===== src/rtl/and2_arbiter.sv =====
// Round-robin arbiter feeding one shared registered AND unit; tags each issue with its
// requester ID, returns tagged results in order, and can stop issue and drain on request.
module and2_arbiter #(
  parameter int NUM_REQ  = 4,
  parameter int WIDTH    = 2,
  parameter int UNIT_LAT = 1,
  parameter int IDW      = ($clog2(NUM_REQ) > 1) ? $clog2(NUM_REQ) : 1
) (
  input  logic                       clk,
  input  logic                       reset,
  input  logic [NUM_REQ-1:0]         req_valid,
  input  logic [NUM_REQ*WIDTH-1:0]   req_a,
  input  logic [NUM_REQ*WIDTH-1:0]   req_b,
  output logic [NUM_REQ-1:0]         req_ready,
  output logic [WIDTH-1:0]           unit_a,
  output logic [WIDTH-1:0]           unit_b,
  input  logic [WIDTH-1:0]           unit_c,
  output logic                       rsp_valid,
  output logic [IDW-1:0]             rsp_id,
  output logic [WIDTH-1:0]           rsp_c,
  input  logic                       flush_req,
  output logic                       flush_done,
  output logic [15:0]                issue_cnt
);

  typedef enum logic [1:0] {RUN, DRAIN, HALT} state_t;

  state_t               state;
  logic [IDW-1:0]       ptr;
  logic [NUM_REQ-1:0]   at_or_after;
  logic [NUM_REQ-1:0]   upper;
  logic [NUM_REQ-1:0]   sel;
  logic [NUM_REQ-1:0]   onehot;
  logic [IDW-1:0][NUM_REQ-1:0]   id_t;
  logic [WIDTH-1:0][NUM_REQ-1:0] a_t;
  logic [WIDTH-1:0][NUM_REQ-1:0] b_t;
  logic [IDW-1:0]       grant_id;
  logic [WIDTH-1:0]     grant_a;
  logic [WIDTH-1:0]     grant_b;
  logic                 issue_en;
  logic                 transfer;
  logic [IDW-1:0]       in_id;

  // Tag stage 0 sits alongside unit_a/unit_b; the remaining UNIT_LAT stages track
  // the unit latency so the tail lines up with unit_c.
  logic [UNIT_LAT:0]           tag_valid;
  logic [UNIT_LAT:0][IDW-1:0]  tag_id;

  // Requesters at or after ptr take priority; otherwise wrap to the lowest index.
  assign upper = req_valid & at_or_after;
  assign sel   = (|upper) ? upper : req_valid;

  genvar gi, gb;
  generate
    for (gi = 0; gi < NUM_REQ; gi++) begin : g_req
      localparam logic [NUM_REQ-1:0] LOWER = NUM_REQ'((1 << gi) - 1);
      assign at_or_after[gi] = (IDW'(gi) >= ptr);
      assign onehot[gi]      = sel[gi] & ~(|(sel & LOWER));
      for (gb = 0; gb < IDW; gb++) begin : g_idbit
        assign id_t[gb][gi] = (((gi >> gb) & 1) == 1);
      end
      for (gb = 0; gb < WIDTH; gb++) begin : g_opbit
        assign a_t[gb][gi] = req_a[gi*WIDTH + gb];
        assign b_t[gb][gi] = req_b[gi*WIDTH + gb];
      end
    end
    for (gb = 0; gb < IDW; gb++) begin : g_gid
      assign grant_id[gb] = |(onehot & id_t[gb]);
    end
    for (gb = 0; gb < WIDTH; gb++) begin : g_gop
      assign grant_a[gb] = |(onehot & a_t[gb]);
      assign grant_b[gb] = |(onehot & b_t[gb]);
    end
  endgenerate

  assign issue_en  = (state == RUN) && !flush_req;
  assign req_ready = issue_en ? onehot : '0;
  assign transfer  = |req_ready;
  assign in_id     = transfer ? grant_id : '0;

  assign rsp_valid = tag_valid[UNIT_LAT];
  assign rsp_id    = tag_id[UNIT_LAT];
  assign rsp_c     = unit_c;

  always_ff @(posedge clk or posedge reset) begin
    if (reset) begin
      ptr       <= '0;
      unit_a    <= '0;
      unit_b    <= '0;
      issue_cnt <= '0;
      tag_valid <= '0;
      tag_id    <= '0;
    end else begin
      tag_valid <= {tag_valid[UNIT_LAT-1:0], transfer};
      tag_id    <= {tag_id[UNIT_LAT-1:0], in_id};
      if (transfer) begin
        ptr       <= (grant_id == IDW'(NUM_REQ - 1)) ? '0 : grant_id + 1'b1;
        unit_a    <= grant_a;
        unit_b    <= grant_b;
        issue_cnt <= issue_cnt + 16'd1;
      end
    end
  end

  // DRAIN ignores flush_req so a started drain always reaches HALT.
  always_ff @(posedge clk or posedge reset) begin
    if (reset) begin
      state      <= RUN;
      flush_done <= 1'b0;
    end else begin
      case (state)
        RUN: begin
          if (flush_req) state <= DRAIN;
        end
        DRAIN: begin
          if (!(|tag_valid)) begin
            state      <= HALT;
            flush_done <= 1'b1;
          end
        end
        HALT: begin
          if (!flush_req) begin
            state      <= RUN;
            flush_done <= 1'b0;
          end
        end
        default: begin
          state      <= RUN;
          flush_done <= 1'b0;
        end
      endcase
    end
  end

endmodule


===== config.mk =====
export PLATFORM = sky130hd
export DESIGN_NAME = and2_arbiter
export DESIGN_NICKNAME = d
export VERILOG_FILES = /design/src/rtl/and2_arbiter.sv
export SDC_FILE = /design/constraint.sdc
export NUM_CORES = 1
export LEC_CHECK = 0
export ABC_AREA = 1
export CAP_MARGIN = 20
export CORE_MARGIN = 2
export CORE_UTILIZATION = 46
export CTS_CLUSTER_SIZE = 40
export DETAILED_ROUTE_END_ITERATION = 12
export GPL_ROUTABILITY_DRIVEN = 0
export PLACE_DENSITY = 0.8
export SLEW_MARGIN = 20
export SYNTH_ARGS = -nofsm -noshare
export SYNTH_HDL_FRONTEND = slang
export SYNTH_SLANG_ARGS = --single-unit

===== constraint.sdc =====
create_clock -name clk -period 2.04 [get_ports clk]
set_clock_uncertainty 0.15 [all_clocks]
set_input_delay 0.612 -clock clk [delete_from_list [all_inputs] [get_ports clk]]
set_output_delay 0.612 -clock clk [all_outputs]
set_load 0.01 [all_outputs]

==> reports/qor.yml <==
outcome:
  status: "finished, violations left"
  violations: "setup timing"
worst_setup_path:
  worst_setup_path_end_kind: "output pin"
  crit_arrival_ns: 1.59
  crit_fanout: 3
  critPathLaunch: "req_valid[3]"
  r2r_setup_slack_ns: -0.06
  critPathKind: "primary input to output pin"
  crit_end: "req_ready[0]"
  timing.rr.end: "issue_cnt[1]"
  reg2reg_depth: 14
  rr_startpoint: "ptr[0]"
  cp-start-kind: "primary input"
  crit_required_ns: 1.28
run:
  cap_violations: 0
sta:
  hold_slack_ns: 0.196
  fin_crit_sh: 1.15
  setup_ws_ns: -0.315
  finalMaxSlewViolations: 0
  rsz0062_at_grt: "true"
  tightest_slew_ns: 0.424
  maxSlewHeadroom: 0.715
  setup_viol_count_final: 19
  hold_viol: 0
  min_period_ns: 2.36
  fmaxAchievable_mhz: 425
placed_design:
  portBuffers: 50
  dp_cells: 335
  hpwl_mm: 3.17
floorplan:
  dieHeight_um: 65.8
  die-area_sq_mm: 0.00433
  std_cell_rows: 22
  io_pins: 55
  start_util: 0.479
  core_area_sq_mm: 0.00366
  die_w_um: 65.8
logic_synthesis:
  yosys_warnings: 0
  syn_avg_cell_area_sq_um: 7.80
  yosysUniqueCellTypes: 22
  synthesis.nets: 251
  synth_area_sq_mm: 0.00176
  synth_seq_area_share: 0.442
  synth-seq-cells: 31
  syn_inst: 225
cts:
  cts_buffer_depth: 2
  h-tree-depth: 2
  cts_root_buf: "clkbuf_8"
  numCtsBuffers: 5
  clk_latency_ns: 0.28
  clk_transition_reported_paths_ns: 0.06
  numClockSinks: 31
  postCtsHoldBufs: 0
  cts_tree: "yes"
global_routing:
  grt_max_degree: 32
  grt_use_met2: 0.400
  use_met1: 0.295
  grt_use_total: 0.235
  grt_pass1_wl_mm: 7.57
  grt_use_met3: 0.0477
  grt.busiest_layer: "met2"
  overflow: 0
  grt_pass1_vias: 1653
  antenna_found_initial: 0
routing:
  drc: 0
  routed_wl_mm: 4.84
  antenna_left: 0
  dr.first_iter.drc_count: 172
  wl_per_cell_um: 13.4
  route.vias.total: 1862
  routed_via_density: 5.17
  drtPass1Iterations: 4
layout:
  stdcell_count: 360
  diodes: 0
  nFillCells: 273
  final_core_util: 0.748
  drive_above_1_share: 0.282
  multi_input_area_sq_um: 878
  nets: 337
  area_growth_pct: 56.0
  regArea_sq_um: 778
power:
  p_per_area_mw_per_mm2: 1310
  p_leak_nw: 1.31
  vdd_ir_drop_max_uv: 737
min_path:
  hold_path.class: "register to register"
[worst max-delay path, stage by stage]
cell and delay (ns):
clkdlybuf4s15_1 0.20, inv_2 0.09, nand4_1 0.13, nand2_2 0.15
inv_2 0.07, buf_4 0.13, nor2_1 0.08, buf_2 0.14
[sequential cells by signal, summed over array words and instances, names as in the netlist]
name        cells
issue_cnt      16
unit_a          2
tag_valid       2
rsp_id          2
state           2
flush_done      1
ptr             2
tag_id          2
unit_b          2
[synthesized netlist by cell type, drive strengths merged]
master	n	share of area
nor3	8	0.023
a21oi	8	0.023
ha	1	0.0071
o21ai	14	0.053
nand4	7	0.025
xnor2	3	0.015
dfrtp	31	0.44
inv	26	0.056
nor4	2	0.0071
nand2	61	0.15
buf	9	0.048
nor2	24	0.053
xor2	7	0.035
nand3	24	0.068
[cells in the final DEF (no fill, tap or decap), drive strengths merged, types with 8 or more instances in the layout]
cell	instances
nor2	24
nand3	24
dfrtp	31
clkdlybuf4s50	39
nand2	61
clkbuf	9
nor3	8
o21ai	14
buf	43
inv	26
a21oi	8
[worst min-delay path by stage]
stage | from | to | slack [ns] | cells after the start
after floorplan | tag_id[0] | rsp_id[0] | 0.18 | 0
after global placement | tag_id[1] | rsp_id[1] | 0.18 | 0
after detailed placement | tag_id[1] | rsp_id[1] | 0.18 | 0
after CTS | tag_id[1] | rsp_id[1] | 0.20 | 0
after global routing | tag_id[0] | rsp_id[0] | 0.21 | 0
final | tag_id[0] | rsp_id[0] | 0.20 | 0
[logic make-up (layout without fill, tap and decap cells)]
kind of cell | after synthesis | in the layout | synth area share
XOR/XNOR | 10 | 10 | 0.0499
AND/OR/NAND/NOR | 126 | 126 | 0.322
adder cells (fa/ha/maj) | 1 | 1 | 0.00713
buffers and inverters | 35 | 122 | 0.103
flip-flops | 31 | 31 | 0.442
AO/OA/AOI/OAI | 22 | 22 | 0.0755
[report_power, final]
group	internal, W	total, W	switching [W]
Clock	0.000307	0.000523	0.000216
Sequential	0.000853	0.00104	0.000189
Combinational	0.00101	0.00201	0.000998
[through the flow]
step           power, W  setup TNS [ns]  setup slack (ns)  area (sq um)
2_1_floorplan   0.00197         -0.0335           -0.0219          1790
3_3_place_gp    0.00265          -13.01            -0.986          2440
3_5_place_dp    0.00269          -13.95             -1.02          2440
4_1_cts         0.00333           -1.05            -0.269          2610
5_1_grt         0.00380           -3.91            -0.378          2740
6_report        0.00358           -1.53            -0.315          2740
[area by class of cell]
cell class,instances,area share
clock buffer,8,0.0366
inverter,26,0.0366
multi-input combinational,159,0.321
sequential,31,0.284
tap,48,0.0219
timing repair buffer,88,0.300
[metal layers]
layer | up-vias | share of wire
li1 | 895 | -
met1 | 883 | 0.42
met2 | 78 | 0.51
met3 | 6 | 0.055
met4 | 0 | 0.018
met5 | - | 0
[repair_timing]
item | 4_1_cts | 5_1_grt
setup endpoints to repair | 30 | 32
resized for setup | 41 | 16
pin swaps | 10 | 7
gates cloned | 0 | 1
buffers inserted | 7 | 9
(Power assumes the default switching activity.)
